**src/rtl/elevator_request_scheduler.sv**
```systemverilog
// elevator_request_scheduler
//   Latches per-floor calls and runs a sweep (SCAN-style) scheduler that hands
//   one target floor at a time to the elevator controller, then holds the door
//   open for DWELL_CYCLES cycles once the car reaches that floor.
//
// Ports
//   clk            rising-edge clock
//   reset          asynchronous, active-low reset
//   call_req[3:0]  per-floor call pulses (bit i = floor i)
//   current_floor  floor the car is at
//   emergency_stop level; freezes dispatching, aborts trips and dwell
//   target_floor   registered target floor for the controller
//   up_request     one-cycle pulse: move up to target_floor
//   down_request   one-cycle pulse: move down to target_floor
//   pending[3:0]   latched outstanding calls
//   door_hold      high while dwelling at a serviced floor
//   sched_dir      sweep direction, 1 = up, 0 = down
//   sched_state    IDLE=00, DISPATCH=01, WAIT_ARRIVE=10, SERVICE=11
module elevator_request_scheduler #(
  parameter int unsigned DWELL_CYCLES = 8
) (
  input  logic       clk,
  input  logic       reset,
  input  logic [3:0] call_req,
  input  logic [1:0] current_floor,
  input  logic       emergency_stop,
  output logic [1:0] target_floor,
  output logic       up_request,
  output logic       down_request,
  output logic [3:0] pending,
  output logic       door_hold,
  output logic       sched_dir,
  output logic [1:0] sched_state
);

  localparam int unsigned NUM_FLOORS = 4;
  localparam int unsigned FLOOR_W    = 2;
  localparam int unsigned CNT_W      = 8;

  typedef enum logic [1:0] {
    ST_IDLE     = 2'b00,
    ST_DISPATCH = 2'b01,
    ST_WAIT     = 2'b10,
    ST_SERVICE  = 2'b11
  } state_t;

  state_t                state_q, state_d;
  logic [NUM_FLOORS-1:0] pending_q, pending_d;
  logic [FLOOR_W-1:0]    target_q, target_d;
  logic                  dir_q, dir_d;
  logic                  up_q, up_d;
  logic                  down_q, down_d;
  logic                  door_q, door_d;
  logic [CNT_W-1:0]      dwell_q, dwell_d;

  // Nearest pending floor strictly above / strictly below the car
  logic                  above_hit, below_hit;
  logic [FLOOR_W-1:0]    above_floor, below_floor;

  always_comb begin
    above_hit   = 1'b0;
    below_hit   = 1'b0;
    above_floor = '0;
    below_floor = '0;
    // Downward scan leaves the lowest floor above the car
    for (int i = int'(NUM_FLOORS) - 1; i >= 0; i--) begin
      if (pending_q[FLOOR_W'(i)] && (FLOOR_W'(i) > current_floor)) begin
        above_hit   = 1'b1;
        above_floor = FLOOR_W'(i);
      end
    end
    // Upward scan leaves the highest floor below the car
    for (int i = 0; i < int'(NUM_FLOORS); i++) begin
      if (pending_q[FLOOR_W'(i)] && (FLOOR_W'(i) < current_floor)) begin
        below_hit   = 1'b1;
        below_floor = FLOOR_W'(i);
      end
    end
  end

  // Next-state, pending bookkeeping and next values of the registered outputs
  always_comb begin
    state_d   = state_q;
    pending_d = pending_q | call_req;
    target_d  = target_q;
    dir_d     = dir_q;
    up_d      = 1'b0;
    down_d    = 1'b0;
    door_d    = 1'b0;
    dwell_d   = '0;

    // Calls for the floor being serviced are dropped while the door is held
    if (state_q == ST_SERVICE) begin
      pending_d[target_q] = 1'b0;
    end

    if (emergency_stop) begin
      state_d = ST_IDLE;
    end else begin
      case (state_q)
        ST_IDLE: begin
          if (pending_q != '0) begin
            if (pending_q[current_floor]) begin
              state_d                  = ST_SERVICE;
              target_d                 = current_floor;
              door_d                   = 1'b1;
              pending_d[current_floor] = 1'b0;
            end else begin
              // Continue the sweep; reverse only when nothing lies ahead
              if (dir_q) begin
                if (above_hit) begin
                  target_d = above_floor;
                end else begin
                  dir_d    = 1'b0;
                  target_d = below_floor;
                end
              end else begin
                if (below_hit) begin
                  target_d = below_floor;
                end else begin
                  dir_d    = 1'b1;
                  target_d = above_floor;
                end
              end
              state_d = ST_DISPATCH;
              up_d    = (target_d > current_floor);
              down_d  = ~up_d;
            end
          end
        end
        ST_DISPATCH: begin
          state_d = ST_WAIT;
        end
        ST_WAIT: begin
          if (current_floor == target_q) begin
            state_d             = ST_SERVICE;
            door_d              = 1'b1;
            pending_d[target_q] = 1'b0;
          end
        end
        ST_SERVICE: begin
          if (dwell_q == CNT_W'(DWELL_CYCLES - 1)) begin
            state_d = ST_IDLE;
          end else begin
            door_d  = 1'b1;
            dwell_d = dwell_q + CNT_W'(1);
          end
        end
        default: begin
          state_d = ST_IDLE;
        end
      endcase
    end
  end

  // State and output registers
  always_ff @(posedge clk or negedge reset) begin
    if (!reset) begin
      state_q   <= ST_IDLE;
      pending_q <= '0;
      target_q  <= '0;
      dir_q     <= 1'b1;
      up_q      <= 1'b0;
      down_q    <= 1'b0;
      door_q    <= 1'b0;
      dwell_q   <= '0;
    end else begin
      state_q   <= state_d;
      pending_q <= pending_d;
      target_q  <= target_d;
      dir_q     <= dir_d;
      up_q      <= up_d;
      down_q    <= down_d;
      door_q    <= door_d;
      dwell_q   <= dwell_d;
    end
  end

  assign target_floor = target_q;
  assign up_request   = up_q;
  assign down_request = down_q;
  assign pending      = pending_q;
  assign door_hold    = door_q;
  assign sched_dir    = dir_q;
  assign sched_state  = state_q;

endmodule

```
**config.mk**
```make
export PLATFORM = sky130hd
export DESIGN_NAME = elevator_request_scheduler
export DESIGN_NICKNAME = d
export VERILOG_FILES = /design/src/rtl/elevator_request_scheduler.sv
export SDC_FILE = /design/constraint.sdc
export NUM_CORES = 1
export LEC_CHECK = 0
export BUFFER_PORTS_ARGS = -buffer_cell sky130_fd_sc_hd__buf_2
export CAP_MARGIN = 10
export CELL_PAD_IN_SITES_DETAIL_PLACEMENT = 0
export CELL_PAD_IN_SITES_GLOBAL_PLACEMENT = 1
export CORE_UTILIZATION = 30
export DETAILED_ROUTE_END_ITERATION = 12
export PLACE_DENSITY_LB_ADDON = 0.08
export SKIP_LAST_GASP = 1
export SYNTH_ARGS = -nofsm -noshare
export SYNTH_HDL_FRONTEND = slang
export SYNTH_SLANG_ARGS = --single-unit
export TNS_END_PERCENT = 1
```
**constraint.sdc**
```tcl
create_clock -name clk -period 4.2 [get_ports clk]
set_input_delay 0.42 -clock clk [delete_from_list [all_inputs] [get_ports clk]]
set_output_delay 0.42 -clock clk [all_outputs]
set_load 0.03 [all_outputs]
```
==> results of run 1 <==
==> kinds of logic (layout without fill, tap and decap cells) <==
logic type	Yosys count	count (layout)
buf+inv	9	29
compound gates	27	27
xor+xnor	8	8
mux	2	2
flops	20	20
fa+ha+maj	5	5
simple gates	48	48
==> worst paths after layout <==
kind | endpoint | start
worst min-delay path | pending[0] | reset
max in group asynchronous | sched_dir | reset
worst max-delay path | sched_state[1] | sched_state[0]
worst min register to register | dwell_q[0] | dwell_q[0]
worst max register to register | sched_state[1] | sched_state[0]
min in group clk | door_hold | emergency_stop
==> per-layer routing <==
layer,vias to the layer above,share of wire,GRT usage
met5,-,0,0
met3,4,0.023,0.0163
met1,456,0.48,0.169
met4,0,0.014,0.0511
li1,459,-,-
met2,12,0.49,0.233
==> cell usage after synthesis (all sizes together) (3+ instances only) <==
cell type / instances / share of area
and3: 3 / 0.016
nand3: 5 / 0.022
o21ai: 6 / 0.026
nand2: 6 / 0.020
nor3: 4 / 0.018
nand2b: 3 / 0.016
a21oi: 6 / 0.026
dfrtp: 19 / 0.42
nor2b: 5 / 0.027
inv: 5 / 0.016
nor2: 16 / 0.053
xor2: 5 / 0.038
o22ai: 4 / 0.022
ha: 5 / 0.055
xnor2: 3 / 0.023
==> through the flow <==
stage	utilization	hold slack (ps)	cells	total power, uW	worst slack [ps]
2_1_floorplan	-	124	119	548	2330
3_3_place_gp	0.348	403	183	645	2340
3_5_place_dp	0.348	406	183	647	2310
4_1_cts	0.363	125	187	796	2320
5_1_grt	0.363	137	187	838	2190
6_report	0.363	110	187	787	2310
==> state kept, by name, indices dropped and copies added (netlist names) <==
signal        count
down_request      1
pending           4
door_hold         1
target_floor      2
sched_dir         1
sched_state       2
dwell_q           8
up_request        1
==> cell usage in the layout (no fill, tap or decap) <==
cell type	n
o21ai_1	1
and3_1	3
nor2_1	16
nor3_1	4
mux4_2	1
buf_2	20
o31ai_2	1
a21oi_1	6
mux2_2	1
a31o_2	1
nand3_1	5
clkbuf_8	4
a211oi_1	2
and2_1	1
o22ai_1	4
o221a_2	1
ha_1	5
and2b_2	1
or3b_2	1
nand2b_1	3
a2bb2oi_1	1
a31oi_1	1
or3_4	1
xor2_1	5
o21ba_2	1
dfrtp_1	19
o21ai_0	5
nor2b_1	5
nand2_1	6
a22oi_1	1
o21bai_1	1
dfstp_2	1
xnor2_1	3
a32oi_1	1
inv_1	5
nand4_1	1
nor4_1	1
==> worst reg2reg max path: stages, from the launching register on <==
cell,delay (ps)
dfrtp_1,410
inv_1,90
ha_1,240
nand2b_1,220
nor2b_1,80
a211oi_1,360
mux2_2,380
==> power groups by stage <==
stage	registers (uW)	logic (uW)	clock network [uW]
after floorplan	363	186	0
after global placement	313	333	0
after detailed placement	312	335	0
after CTS	309	336	152
after global routing	318	363	158
final	309	331	147
==> cell type report <==
type	count	area, sq um
timing repair buffer	20	100
multi-input combinational	90	592
fill	405	2330
inverter	5	18.8
sequential	20	502
clock buffer	4	55.1
tap	48	60.1
==> summary.md, run 1 <==
| Metric | Value |
|---|---|
| Outcome | `finished, final reports clean` |
| Synthesized-area fraction occupied by ao, oa, aoi and oai cells | `0.159` |
| Number of distinct library cell variants in the gate-level netlist after synthesis | `38` |
| WL/cell | `about 13 um` |
| Path type of the worst setup path | `flip-flop to flip-flop` |
| Cell family contributing the most delay on the critical path | `flip-flops` |
| Floorplan die area | `4050 sq um` |
| Critical path fanouts, max | `7` |
| Post-CTS setup buffer count | `0` |
| Kind of capture point of the worst setup path | `flip-flop` |
| Final setup violation count | `0` |
| Post-route minimum period | `roughly 1900 ps` |
| Source-to-sink clock delay at the later pin of the worst-skew pair | `~260 ps` |
| Diodes inserted | `0` |
| Net switching component of the power | `about 340 uW` |
| Final Routed Wirelength | `2520 um` |
| Post_cts resized | `0` |
| Global-route congestion overflow total | `0` |
| Vias post-DR | `approximately 930` |
| Max Buffers Root-to-Sink | `2` |
| Unrepaired setup endpoints after global routing | `false` |
| Post-synthesis xor/xnor area fraction | `0.0615` |
| Slowest cell on the critical path | `dfrtp_1` |
| Cell chain of the critical path | `inv_1, ha_1, nand2b_1, nor2b_1, a211oi_1, mux2_2` |
| Vias in the first global route | `940` |
| Height of the die | `about 64 um` |
| Reg2reg path depth | `6` |
| Min-delay worst type | `primary input to asynchronous set/reset pin` |
| Worst path buffer plus inverter count | `1` |
| Adder and majority cell fraction of the synthesized area | `0.0549` |
| Drt drc | `0` |
| Flip-flop and latch count after synthesis | `20` |
| Max-slew headroom at the worst pin | `0.684` |
| Reg clk slew, reported paths | `80 ps` |
| Via density per instance | `4.98` |
| Number of warnings printed during yosys synthesis | `0` |
| Count of TritonRoute iterations in the first routing pass | `4` |
| Gate Count Post-Synth | `119` |
| Worst Clk Skew | `4.36 ps` |
| Max-slew violation total from the final report | `0` |
| Largest net degree at the start of global routing | `21` |
| Portion of total power attributed to sequential cells | `0.392` |
| Arr. time, crit path | `2030 ps` |
| Post-Route Setup TNS | `0 ps` |
| Maximum Capacitance Violations | `0` |
| Number of sinks driven by the clock tree | `20` |
| Internal | `between 400 and 500 uW` |
| Cell area after placement | `1270 sq um` |
| Clock root cell | `clkbuf_8` |
| # hold bufs at CTS | `0` |
| First-pass GRT wire length | `4280 um` |
| CTS tree | `yes` |
| Antenna violations before repair | `0` |
| Critical Path Max Stage Delay | `410 ps` |
| Total clock buffers created by CTS | `3` |
| Width of the chip | `63.6 um` |
| Total power density per cell area | `593 nW/um^2` |
| Levels on crit path | `6` |
| Syn Nets | `~130` |
| Flip-flop cell with the highest count after synthesis | `dfrtp_1` |
| Setup slack of the most critical reg-to-reg path | `2310 ps` |
| Aggregate global-route resource usage | `0.135` |
| Dominant combinational cell family by area after synthesis | `simple AND/OR/NAND/NOR gates` |
| Final critical-path share of the clock period | `0.449` |
| Max rail drop VDD | `206 uV` |
| Number of buffers added on ports | `20` |
| Number of enable-type register cells in the synthesized netlist | `0` |
| Highest Clock Rate | `about 530 MHz` |
| Area fraction in and, or, nand and nor cells after synthesis | `0.214` |
| Clock network power share | `0.187` |
| Sequential cell area fraction in the yosys report | `0.441` |
| Post-synthesis instance area | `1140 sq um` |
| Share of cell area taken by muxes after synthesis | `0.0297` |
| Worst endpoint required time | `4350 ps` |
| Total core area | `3660 sq um` |
| Hpwl dp | `1850 um` |
| Nature of the critical path startpoint | `flip-flop` |
| # nets final | `154` |
| Hold Violations, Final | `0` |
| Slew at the pin closest to its max-slew limit | `470 ps` |
| Sw frac | `0.432` |
| Ys async rst share | `1.00` |
| Combinational power share | `0.420` |
| Number of placement rows | `22` |
| Synth Area per Inst | `9.57 sq um` |
| Area delta synth->final | `16.6%` |
| Io pins | `21` |
| Initial DRC Count | `32` |
| Standby leakage power | `between 0.0006 and 0.0007 uW` |
| Post-route cell area | `between 1000 and 1500 sq um` |
| Initial cell density of the core | `0.311` |
| Depth of the CTS H-tree | `1` |
| Final GP Congestion | `0.798` |
| Antenna violation net count after detailed routing | `0` |
| Fraction of layout cells with a size suffix above 1 | `0.245` |
(Power assumes the default switching activity.)
==> inputs of run 2 (changes only) <==
Clock period 4.2 ns to 1.9 ns, I/O delays scaled along.
==> summary.md, run 2 (synthesized netlist as in run 1, its figures left out) <==
| Metric | Value |
|---|---|
| Sw frac | `0.434` |
| Via density per instance | `4.85` |
| Standby leakage power | `0.000640 uW` |
| Floorplan die area | `4050 sq um` |
| Portion of total power attributed to sequential cells | `0.357` |
| Path type of the worst setup path | `flip-flop to flip-flop` |
| Initial cell density of the core | `0.311` |
| Leading cell type in the layout, fill and taps excluded | `buf_2` |
| Drt drc | `0` |
| WL/cell | `roughly 13 um` |
| Final setup violation count | `0` |
| Worst Clk Skew | `about 6 ps` |
| Vias post-DR | `950` |
| Source-to-sink clock delay at the later pin of the worst-skew pair | `260 ps` |
| Diodes inserted | `0` |
| Combinational power share | `0.480` |
| Hold Violations, Final | `0` |
| Worst endpoint required time | `2040 ps` |
| Antenna violation net count after detailed routing | `0` |
| Hpwl dp | `1980 um` |
| Aggregate global-route resource usage | `0.137` |
| Width of the chip | `63.6 um` |
| Highest Clock Rate | `585 MHz` |
| Global-route congestion overflow total | `0` |
| Post-route minimum period | `1710 ps` |
| # nets final | `163` |
| Post-Route Setup TNS | `0 ps` |
| Reg clk slew, reported paths | `70 ps` |
| Flip-flop count of the largest register after layout | `8` |
| Total core area | `roughly 3700 sq um` |
| Total clock buffers created by CTS | `3` |
| Nature of the critical path startpoint | `flip-flop` |
| Initial DRC Count | `19` |
| Number of buffers added on ports | `20` |
| Final critical-path share of the clock period | `0.900` |
| Min-delay worst type | `primary input to flip-flop` |
| Total power density per cell area | `1280 nW/um^2` |
| Largest net degree at the start of global routing | `21` |
| Antenna violations before repair | `0` |
| Multi-input combinational cell area | `597 sq um` |
| Final non-filler cell total | `196` |
| Clock network power share | `0.163` |
| Net switching component of the power | `just under 800 uW` |
| Count of TritonRoute iterations in the first routing pass | `4` |
| Area delta synth->final | `22.3%` |
| Most flop-heavy register | `dwell_q` |
| Total placed cells including tap cells | `191` |
| First-pass GRT wire length | `4240 um` |
| Final core utilization | `0.380` |
| Post-CTS setup buffer count | `0` |
| Maximum Capacitance Violations | `0` |
| Max rail drop VDD | `about 530 uV` |
| Internal | `1010 uW` |
| Arr. time, crit path | `roughly 1900 ps` |
| Depth of the CTS H-tree | `1` |
| Area occupied by registers | `502 sq um` |
| Unrepaired setup endpoints after global routing | `false` |
| Max Buffers Root-to-Sink | `2` |
| Final-layout fill cell count | `386` |
| Height of the die | `63.6 um` |
| Kind of capture point of the worst setup path | `flip-flop` |
| CTS tree | `yes` |
| Max-slew violation total from the final report | `0` |
| Max-slew headroom at the worst pin | `0.694` |
| Slew at the pin closest to its max-slew limit | `459 ps` |
| Vias in the first global route | `roughly 900` |
| Number of placement rows | `22` |
| Number of sinks driven by the clock tree | `20` |
| Final GP Congestion | `0.743` |
| Fraction of layout cells with a size suffix above 1 | `0.284` |
| Commonest cells after routing, fill and taps aside | `20 x buf_2, 19 x dfrtp_1, 16 x nor2_1, 8 x buf_4` |
| Outcome | `finished, final reports clean` |
| Critical path fanouts, max | `5` |
| Final Routed Wirelength | `2620 um` |
| Io pins | `21` |
| Clock root cell | `clkbuf_8` |
run 2: cell types whose count changed in the layout (fill, tap and decap cells not counted):
cell / delta
a211oi_1: -1
a211oi_2: +1
dlygate4sd3_1: +1
buf_4: +8
clkbuf_8: -1
clkbuf_1: +1
run 2: timing repair:
action | CTS | global route
endpoints found under the setup margin | 0 | 1
hold buffers | 1 | 0
resized for setup | 0 | 1
hold endpoints to repair | 19 | 0
run 2: through the flow:
step / hold WS, ps / instance area, sq um / total power (uW) / setup slack [ps]
after floorplan: -106 / 1140 / 1210 / 27.6
after global placement: 178 / 1330 / 1490 / 117
after detailed placement: 180 / 1330 / 1500 / 104
after CTS: 165 / 1390 / 1800 / 90.8
after global routing: 188 / 1390 / 1900 / 37.6
final: 163 / 1390 / 1780 / 190
run 2: metal layers:
layer | track usage | wire (um) | up-vias
met5 | 0 | 0 | -
met4 | 0.0597 | 32 | 0
met3 | 0.0163 | 51 | 4
met2 | 0.222 | 1260 | 12
met1 | 0.182 | 1280 | 461
li1 | - | - | 473
run 2: final cells by class:
cell class,count,area share
clock buffer,4,0.0323
tap,48,0.0431
inverter,5,0.0135
multi-input combinational,90,0.429
sequential,20,0.360
timing repair buffer,29,0.122
run 2: worst max-delay path: stages (launching register included):
cell and delay [ps]:
dfrtp_1 420, inv_1 80, ha_1 230, nand2b_1 200
a21oi_1 80, a211oi_2 220, mux2_2 360
run 2: path summary, 6_finish.rpt:
check                          startpoint  slack (ps)  cells past startpoint        endpoint
setup / recovery           sched_state[0]         190                      6  sched_state[1]
hold / removal             emergency_stop         160                      2       door_hold
setup reg to reg           sched_state[0]         190                      6  sched_state[1]
hold reg to reg                dwell_q[0]         460                      1      dwell_q[0]
max in group asynchronous           reset        1140                      2       sched_dir
min in group asynchronous           reset         410                      2      dwell_q[6]
run 2: power groups by stage:
stage	combinational, uW	clock [uW]	sequential (uW)
after floorplan	410	0	802
after global placement	855	0	638
after detailed placement	856	0	641
after CTS	860	303	634
after global routing	931	315	653
final	853	289	636
